## config.mk

```make
export PLATFORM = sky130hd
export DESIGN_NAME = rr_sel_arbiter
export DESIGN_NICKNAME = d
export VERILOG_FILES = /design/src/rtl/rr_sel_arbiter.sv
export SDC_FILE = /design/constraint.sdc
export NUM_CORES = 1
export LEC_CHECK = 0
export ABC_AREA = 1
export BUFFER_PORTS_ARGS = -buffer_cell sky130_fd_sc_hd__buf_2
export CORE_MARGIN = 2
export CORE_UTILIZATION = 50
export CTS_CLUSTER_SIZE = 24
export DETAILED_ROUTE_END_ITERATION = 10
export GPL_ROUTABILITY_DRIVEN = 0
export PLACE_DENSITY_LB_ADDON = 0.15
export SKIP_CTS_REPAIR_TIMING = 1
export SLEW_MARGIN = 20
export SYNTH_ARGS = -nofsm -noshare
export SYNTH_HDL_FRONTEND = slang
export SYNTH_SLANG_ARGS = --single-unit
```

## constraint.sdc

```tcl
create_clock -name clk -period 2.63 [get_ports clk]
set_clock_uncertainty 0.15 [all_clocks]
set_input_delay 0.789 -clock clk [delete_from_list [all_inputs] [get_ports clk]]
set_output_delay 0.789 -clock clk [all_outputs]
set_load 0.01 [all_outputs]
```

## src/rtl/rr_sel_arbiter.sv

```systemverilog
// Round-robin arbiter driving a 4:1 select ({s1,s0}) plus one-hot grant, with registered outputs.
// Define RR_SEL_HOLD_LIMIT_EN to bound each grant to MAX_HOLD consecutive cycles.
module rr_sel_arbiter #(
  parameter int unsigned MAX_HOLD = 8
) (
  input  logic       clk,
  input  logic       reset,
  input  logic [3:0] x,
  output logic       s1,
  output logic       s0,
  output logic [3:0] gnt,
  output logic       busy,
  output logic       done
);

  localparam logic [0:0] S_IDLE  = 1'b0;
  localparam logic [0:0] S_GRANT = 1'b1;

  if (MAX_HOLD < 2 || MAX_HOLD > 255) begin : g_bad_max_hold
    $error("rr_sel_arbiter: MAX_HOLD must be in 2..255");
  end

  logic [0:0] r_state;
  logic [1:0] r_ptr;
  logic [1:0] r_own;
  logic [1:0] r_sel;
  logic [3:0] r_gnt;
  logic       r_busy;
  logic       r_done;

  logic [1:0] w_win;
  logic [1:0] w_idx;
  logic       w_found;
  logic       w_release;

`ifdef RR_SEL_HOLD_LIMIT_EN
  localparam logic [7:0] HOLD_LAST = 8'(MAX_HOLD - 1);
  logic [7:0] r_hcnt;
`endif

  // Scan ptr+1 .. ptr+4 (mod 4); the last owner therefore has lowest priority.
  always_comb begin
    w_found = 1'b0;
    w_win   = r_ptr;
    w_idx   = r_ptr;
    for (int unsigned i = 1; i <= 4; i++) begin
      w_idx = r_ptr + i[1:0];
      if (!w_found && x[w_idx]) begin
        w_found = 1'b1;
        w_win   = w_idx;
      end
    end
  end

  always_comb begin
`ifdef RR_SEL_HOLD_LIMIT_EN
    w_release = !x[r_own] || (r_hcnt == HOLD_LAST);
`else
    w_release = !x[r_own];
`endif
  end

  always_ff @(posedge clk) begin
    if (reset) begin
      r_state <= S_IDLE;
      r_ptr   <= 2'd3;
      r_own   <= '0;
      r_sel   <= '0;
      r_gnt   <= '0;
      r_busy  <= 1'b0;
      r_done  <= 1'b0;
`ifdef RR_SEL_HOLD_LIMIT_EN
      r_hcnt  <= '0;
`endif
    end else begin
      r_done <= 1'b0;
      case (r_state)
        S_IDLE: begin
          if (w_found) begin
            r_state <= S_GRANT;
            r_own   <= w_win;
            r_sel   <= w_win;
            r_gnt   <= 4'b0001 << w_win;
            r_busy  <= 1'b1;
`ifdef RR_SEL_HOLD_LIMIT_EN
            r_hcnt  <= '0;
`endif
          end
        end
        default: begin
`ifdef RR_SEL_HOLD_LIMIT_EN
          if (r_hcnt != 8'hFF) r_hcnt <= r_hcnt + 8'd1;
`endif
          // Select code is left at the last owner after release.
          if (w_release) begin
            r_state <= S_IDLE;
            r_ptr   <= r_own;
            r_gnt   <= '0;
            r_busy  <= 1'b0;
            r_done  <= 1'b1;
          end
        end
      endcase
    end
  end

  assign s1   = r_sel[1];
  assign s0   = r_sel[0];
  assign gnt  = r_gnt;
  assign busy = r_busy;
  assign done = r_done;

endmodule

```

Word-level counts from Yosys, hierarchy flattened
Index checks and enable logic that the tools add are counted.
{ "totals": {"ramBits": 0, "mem_bits_ro": 0, "register_bits": 11, "memories": 0, "in_bits": 6, "latchBits": 0} }
{ "classes": {"bitwise_logic": 2, "order_cmp": 5, "addsub": 3, "mux": 28, "n_eq_ne": 1, "reduce_logical": 11, "shifts": 1, "n_div": 0, "multipliers": 0} }
{ "ops": {"columns": ["cell", "n"], "rows": [
  ["1-bit two-way mux", 16],
  ["2-bit by 3-bit < comparator with 1-bit output, second input constant", 5],
  ["4-bit two-way mux", 3],
  ["1-bit binary-select mux with 2-bit select", 5],
  ["2-bit two-way mux", 4],
  ["2-bit AND reduction", 3],
  ["2-bit adder, second input constant", 2],
  ["1-bit by 2-bit left shift with 4-bit output, first input constant", 1],
  ["1-bit logical AND", 3],
  ["1-bit logical NOT", 3],
  ["2-bit by 1-bit adder with 2-bit output, second input constant", 1],
  ["2-bit != test, second input constant", 1],
  ["1-bit inverter", 2],
  ["2-bit nonzero test", 1],
  ["2-bit OR reduction", 1]
]} }

Depth between registers and ports, before layout
{ "logic_depth": {"ltp_word": 16, "depth_mapped": 13, "mapped_depth_nobuf": 12} }

Least setup slack after synthesis
Ideal clock, no wire load.
{ "synth_path": {"kind": "in2reg", "from": "in x[0]", "to": "reg r_sel[0]", "t_arrival_ns": 1.570, "required_time_ns": 2.364, "setup_ns": 0.116, "stages": 10, "slack_ns": 0.794, "path_buffers": 0, "path_cell_list": "nand2_1 nand2_2 nand2_4 nand2_4 nor2_4 nand3_2 nand2_4 inv_2 o21ai_1 nor2_1"} }
{ "synth_via": {"elab_chain_cells": 13, "elab_cells_between_ends": 23, "cone_classes": "16 x mux; 7 x reduce/logical"} }
{ "synth_rtl": {"columns": ["element", "line", "text"], "rows": [
  ["start: declaration", "8", "input logic [3:0] x,"],
  ["1-bit binary-select mux with 2-bit select", "48", "if (!w_found && x[w_idx]) begin"],
  ["1-bit two-way mux (implied by the code)", "48", null],
  ["1-bit two-way mux", "48", null],
  ["1-bit logical NOT", "48", null],
  ["1-bit logical AND", "48", null],
  ["1-bit two-way mux", "48", null],
  ["1-bit logical NOT", "48", null],
  ["1-bit logical AND", "48", null],
  ["1-bit two-way mux", "48", null],
  ["1-bit logical NOT", "48", null],
  ["1-bit logical AND", "48", null],
  ["1-bit two-way mux", "48", null],
  ["2-bit AND reduction (no source line)", null, null],
  ["end signal: assignment", "82", "r_sel <= w_win;"],
  ["end: declaration", "26", "logic [1:0] r_sel;"]
]} }
Several ways; a longest one is shown, not always the timed one. The select of a mux whose other input is x is not followed.
A chain may end at the register's enable or synchronous reset.

Worst setup path in the final report
{ "layout_path": {"from": "reg r_ptr[0]", "to": "reg r_sel[1]"} }
{ "layout_via": {"elab_chain_cells": 14, "elab_cells_between_ends": 26, "cone_classes": "3 x add/sub; 16 x mux; 7 x reduce/logical"} }
{ "layout_rtl": {"columns": ["element", "line", "text"], "rows": [
  ["start: declaration", "24", "logic [1:0] r_ptr;"],
  ["start signal: assignment", "97", "r_ptr <= r_own;"],
  ["2-bit by 1-bit adder with 2-bit output", "47", "w_idx = r_ptr + i[1:0];"],
  ["1-bit binary-select mux with 2-bit select", "48", null],
  ["1-bit two-way mux (implied by the code)", "48", null],
  ["1-bit two-way mux", "48", null],
  ["1-bit logical NOT", "48", null],
  ["1-bit logical AND", "48", null],
  ["1-bit two-way mux", "48", null],
  ["1-bit logical NOT", "48", null],
  ["1-bit logical AND", "48", null],
  ["1-bit two-way mux", "48", null],
  ["1-bit logical NOT", "48", null],
  ["1-bit logical AND", "48", null],
  ["1-bit two-way mux", "48", null],
  ["2-bit AND reduction (no source line)", null, null]
]} }
Several ways; a longest one is shown, not always the timed one. The select of a mux whose other input is x is not followed.

==> impl_metrics.py <==
metrics = {
    "layout": {
        "fin_area_sq_um": 843,
        "nFillCells": 139,
        "layout_common_cells": "nand2_1 (38), nand3_1 (13), buf_2 (13)",
        "drive_gt1_share_pct": 26.9,
        "final_common_cell": "nand2_1",
        "area_growth_pct": 13.3,
        "instances_no_fill": 145,
        "num_antenna_cells": 0,
        "nNetsFinal": 137,
    },
    "route": {
        "drt_iter0_drc": 33,
        "via_count": 754,
        "firstDrtPassIters": 4,
        "wire_per_inst_microns": 10.7,
        "drc_errors": 0,
        "routed_via_density": 5.20,
        "drt-total-wl_microns": 1560,
        "antenna_left": 0,
    },
    "critical_path": {
        "cp.arrival_ns": 1.85,
        "required_ns": 2.65,
        "cp_max_fo": 10,
        "endpoint_kind": "flip-flop",
        "startpoint_type": "flip-flop",
        "critical_path_class": "reg -> reg",
    },
    "power": {
        "power.total_mw": 1.11,
        "pwr-share-seq_pct": 26.3,
        "intPower_uw": 535,
        "ir_drop_mv": 0.549,
        "p_sw_share_pct": 51.6,
        "p_sw_uw": 571,
        "power_frac_clock_pct": 10.1,
        "pwr-share-comb_pct": 63.6,
        "leakagePower_nw": 0.443,
        "powerDensity_mw_per_mm2": 1310,
    },
    "yosys": {
        "synth_top_area_share_pct": 29.6,
        "ys_seq_elements": 11,
        "yosysSeqAreaShare_pct": 29.6,
        "synthSimpleGateAreaFrac_pct": 50.3,
        "syn-num-nets": 120,
        "synth_top_family_by_area": "simple AND/OR/NAND/NOR gates",
        "yosysWarnings": 0,
        "synth_xor_area_share_pct": 0,
        "synth_cell_types": 21,
        "synth_area_per_cell_sq_um": 6.53,
        "yosys.area.top_type": "dfxtp_1",
        "synth_compound_area_share_pct": 11.3,
        "muxShareOfSynthArea_pct": 0,
        "synth_area_sq_um": 744,
        "syn_inst": 114,
        "yosys-top-cells-area": "dfxtp_1 (30%), nand2_1 (19%), nand3_1 (8.7%)",
        "synth_fa_ha_area_share_pct": 0,
    },
    "cts": {
        "clk_pin_slew_ns": 0.07,
        "cts_tree": "yes",
        "clock_path_buffers": 2,
        "cts.sinks": 11,
        "clk_latency_ns": 0.27,
        "cts_made_buffers": 3,
        "htreeDepth": 1,
        "cts-root-buf": "clkbuf_4",
    },
    "place": {
        "hpwl_microns": 1280,
        "dp.cells": 141,
        "io_buffer_count": 13,
        "dpl-instance-area_sq_um": 817,
    },
    "die": {
        "die_height_microns": 42.6,
        "core_sq_mm": 0.00135,
        "pin_count": 14,
        "start_util_pct": 55.1,
        "die_x_microns": 42.6,
        "dieArea_sq_mm": 0.00181,
        "rows": 13,
    },
    "flow_run": {
        "drv_cap": 0,
    },
    "timing": {
        "grt_setup_unrepaired": "false",
        "slew_violations": 0,
        "min_period_ns": 1.83,
        "final.period_utilization_pct": 69.8,
        "setup_violations": 0,
        "maxSlewHeadroom_pct": 64.6,
        "fmax_mhz": 545,
        "tightest_slew_ns": 0.531,
        "finalHoldViolations": 0,
        "hold_ws_ns": 0.330,
        "tns_ns": 0,
    },
    "global_route": {
        "grt.overflow.total": 0,
        "track_usage_pct": 18.9,
        "grt_pass1_vias": 635,
        "grt_pass1_wl_microns": 2660,
        "antenna_found_initial": 0,
        "grt_max_degree": 11,
    },
    "outcome": {
        "status": "finished clean",
    },
    "min_path": {
        "hold_path.class": "reg -> reg",
    },
}
critical path, cell delays in order (launching register included):
cell and delay (ns):
dfxtp_1 0.57, nand2_1 0.15, nand2_2 0.14, nand2_4 0.07, nand2_4 0.11, clkinv_2 0.08, nand3_1 0.10, nand2_1 0.07
nand2_1 0.06, nand2_1 0.08, nor2_1 0.10, nor2_1 0.05
Yosys cell counts:
library cell and n:
nand2_1 38, nand3_1 13, inv_1 7, o21ai_0 4, nor2_1 9, dfxtp_1 11
a22oi_1 2, buf_6 1, nand2_4 5, clkinv_1 1, inv_6 1, nand3_2 1
nand3_4 1, nor2_4 1, o21ai_1 4, clkinv_2 1, o221ai_1 1, a21oi_1 4
inv_2 3, nand2_2 5, nor2_2 1
path summary, 6_finish.rpt:
kind                            slack (ns)  cells past startpoint                    end             startpoint
worst min-delay path                  0.33                      2      busy$_SDFFE_PP0P_      busy$_SDFFE_PP0P_
worst max-delay path                  0.80                     11  r_sel[1]$_SDFFE_PP0P_  r_ptr[0]$_SDFFE_PP1P_
worst min register to register        0.33                      2      busy$_SDFFE_PP0P_      busy$_SDFFE_PP0P_
worst max register to register        0.80                     11  r_sel[1]$_SDFFE_PP0P_  r_ptr[0]$_SDFFE_PP1P_
area by class of cell:
type                       instances  area, sq um  area share (%)
clock buffer                       4         26.3            3.12
inverter                          13         55.1            6.53
multi-input combinational         89          458            54.3
sequential                        11          220            26.1
tap                               15         18.8            2.23
timing repair buffer              13         65.1            7.72
power by group through the flow:
| stage | sequential [mW] | combinational [mW] | clock (mW) |
|---|---|---|---|
| 3_3_place_gp | 0.296 | 0.693 | 0 |
| 4_1_cts | 0.291 | 0.707 | 0.116 |
| 2_1_floorplan | 0.301 | 0.555 | 0 |
| 3_5_place_dp | 0.295 | 0.704 | 0 |
| 5_1_grt | 0.299 | 0.796 | 0.127 |
| 6_report | 0.291 | 0.703 | 0.112 |
sequential cells by signal (all words and copies together), names as in the netlist:
register and count:
done 1, r_ptr 2, r_sel 2, gnt 4
r_state 1, busy 1
kinds of logic (layout without fill, tap and decap cells):
logic type | Yosys count | after routing
and+or+nand+nor | 74 | 74
AOI/OAI and AO/OA | 15 | 15
buffers and inverters | 14 | 30
DFF | 11 | 11
through the flow:
| stage | worst slack, ns | utilization [%] |
|---|---|---|
| floorplan | 0.794 | - |
| global placement | 0.541 | 60.5 |
| detailed placement | 0.525 | 60.5 |
| CTS | 0.797 | 62.5 |
| global route | 0.607 | 62.5 |
| finish | 0.795 | 62.5 |
metal layers:
layer / wire length [microns] / vias to the layer above / share of wire [%] / GRT usage [%]
li1: - / 398 / - / -
met3: 76 / 2 / 4.9 / 6.47
met2: 705 / 15 / 45 / 28.0
met5: 0 / - / 0 / 0
met4: 7 / 0 / 0.45 / 3.75
met1: 767 / 339 / 49 / 26.6
Note: power is estimated with default switching activity, not from simulation.
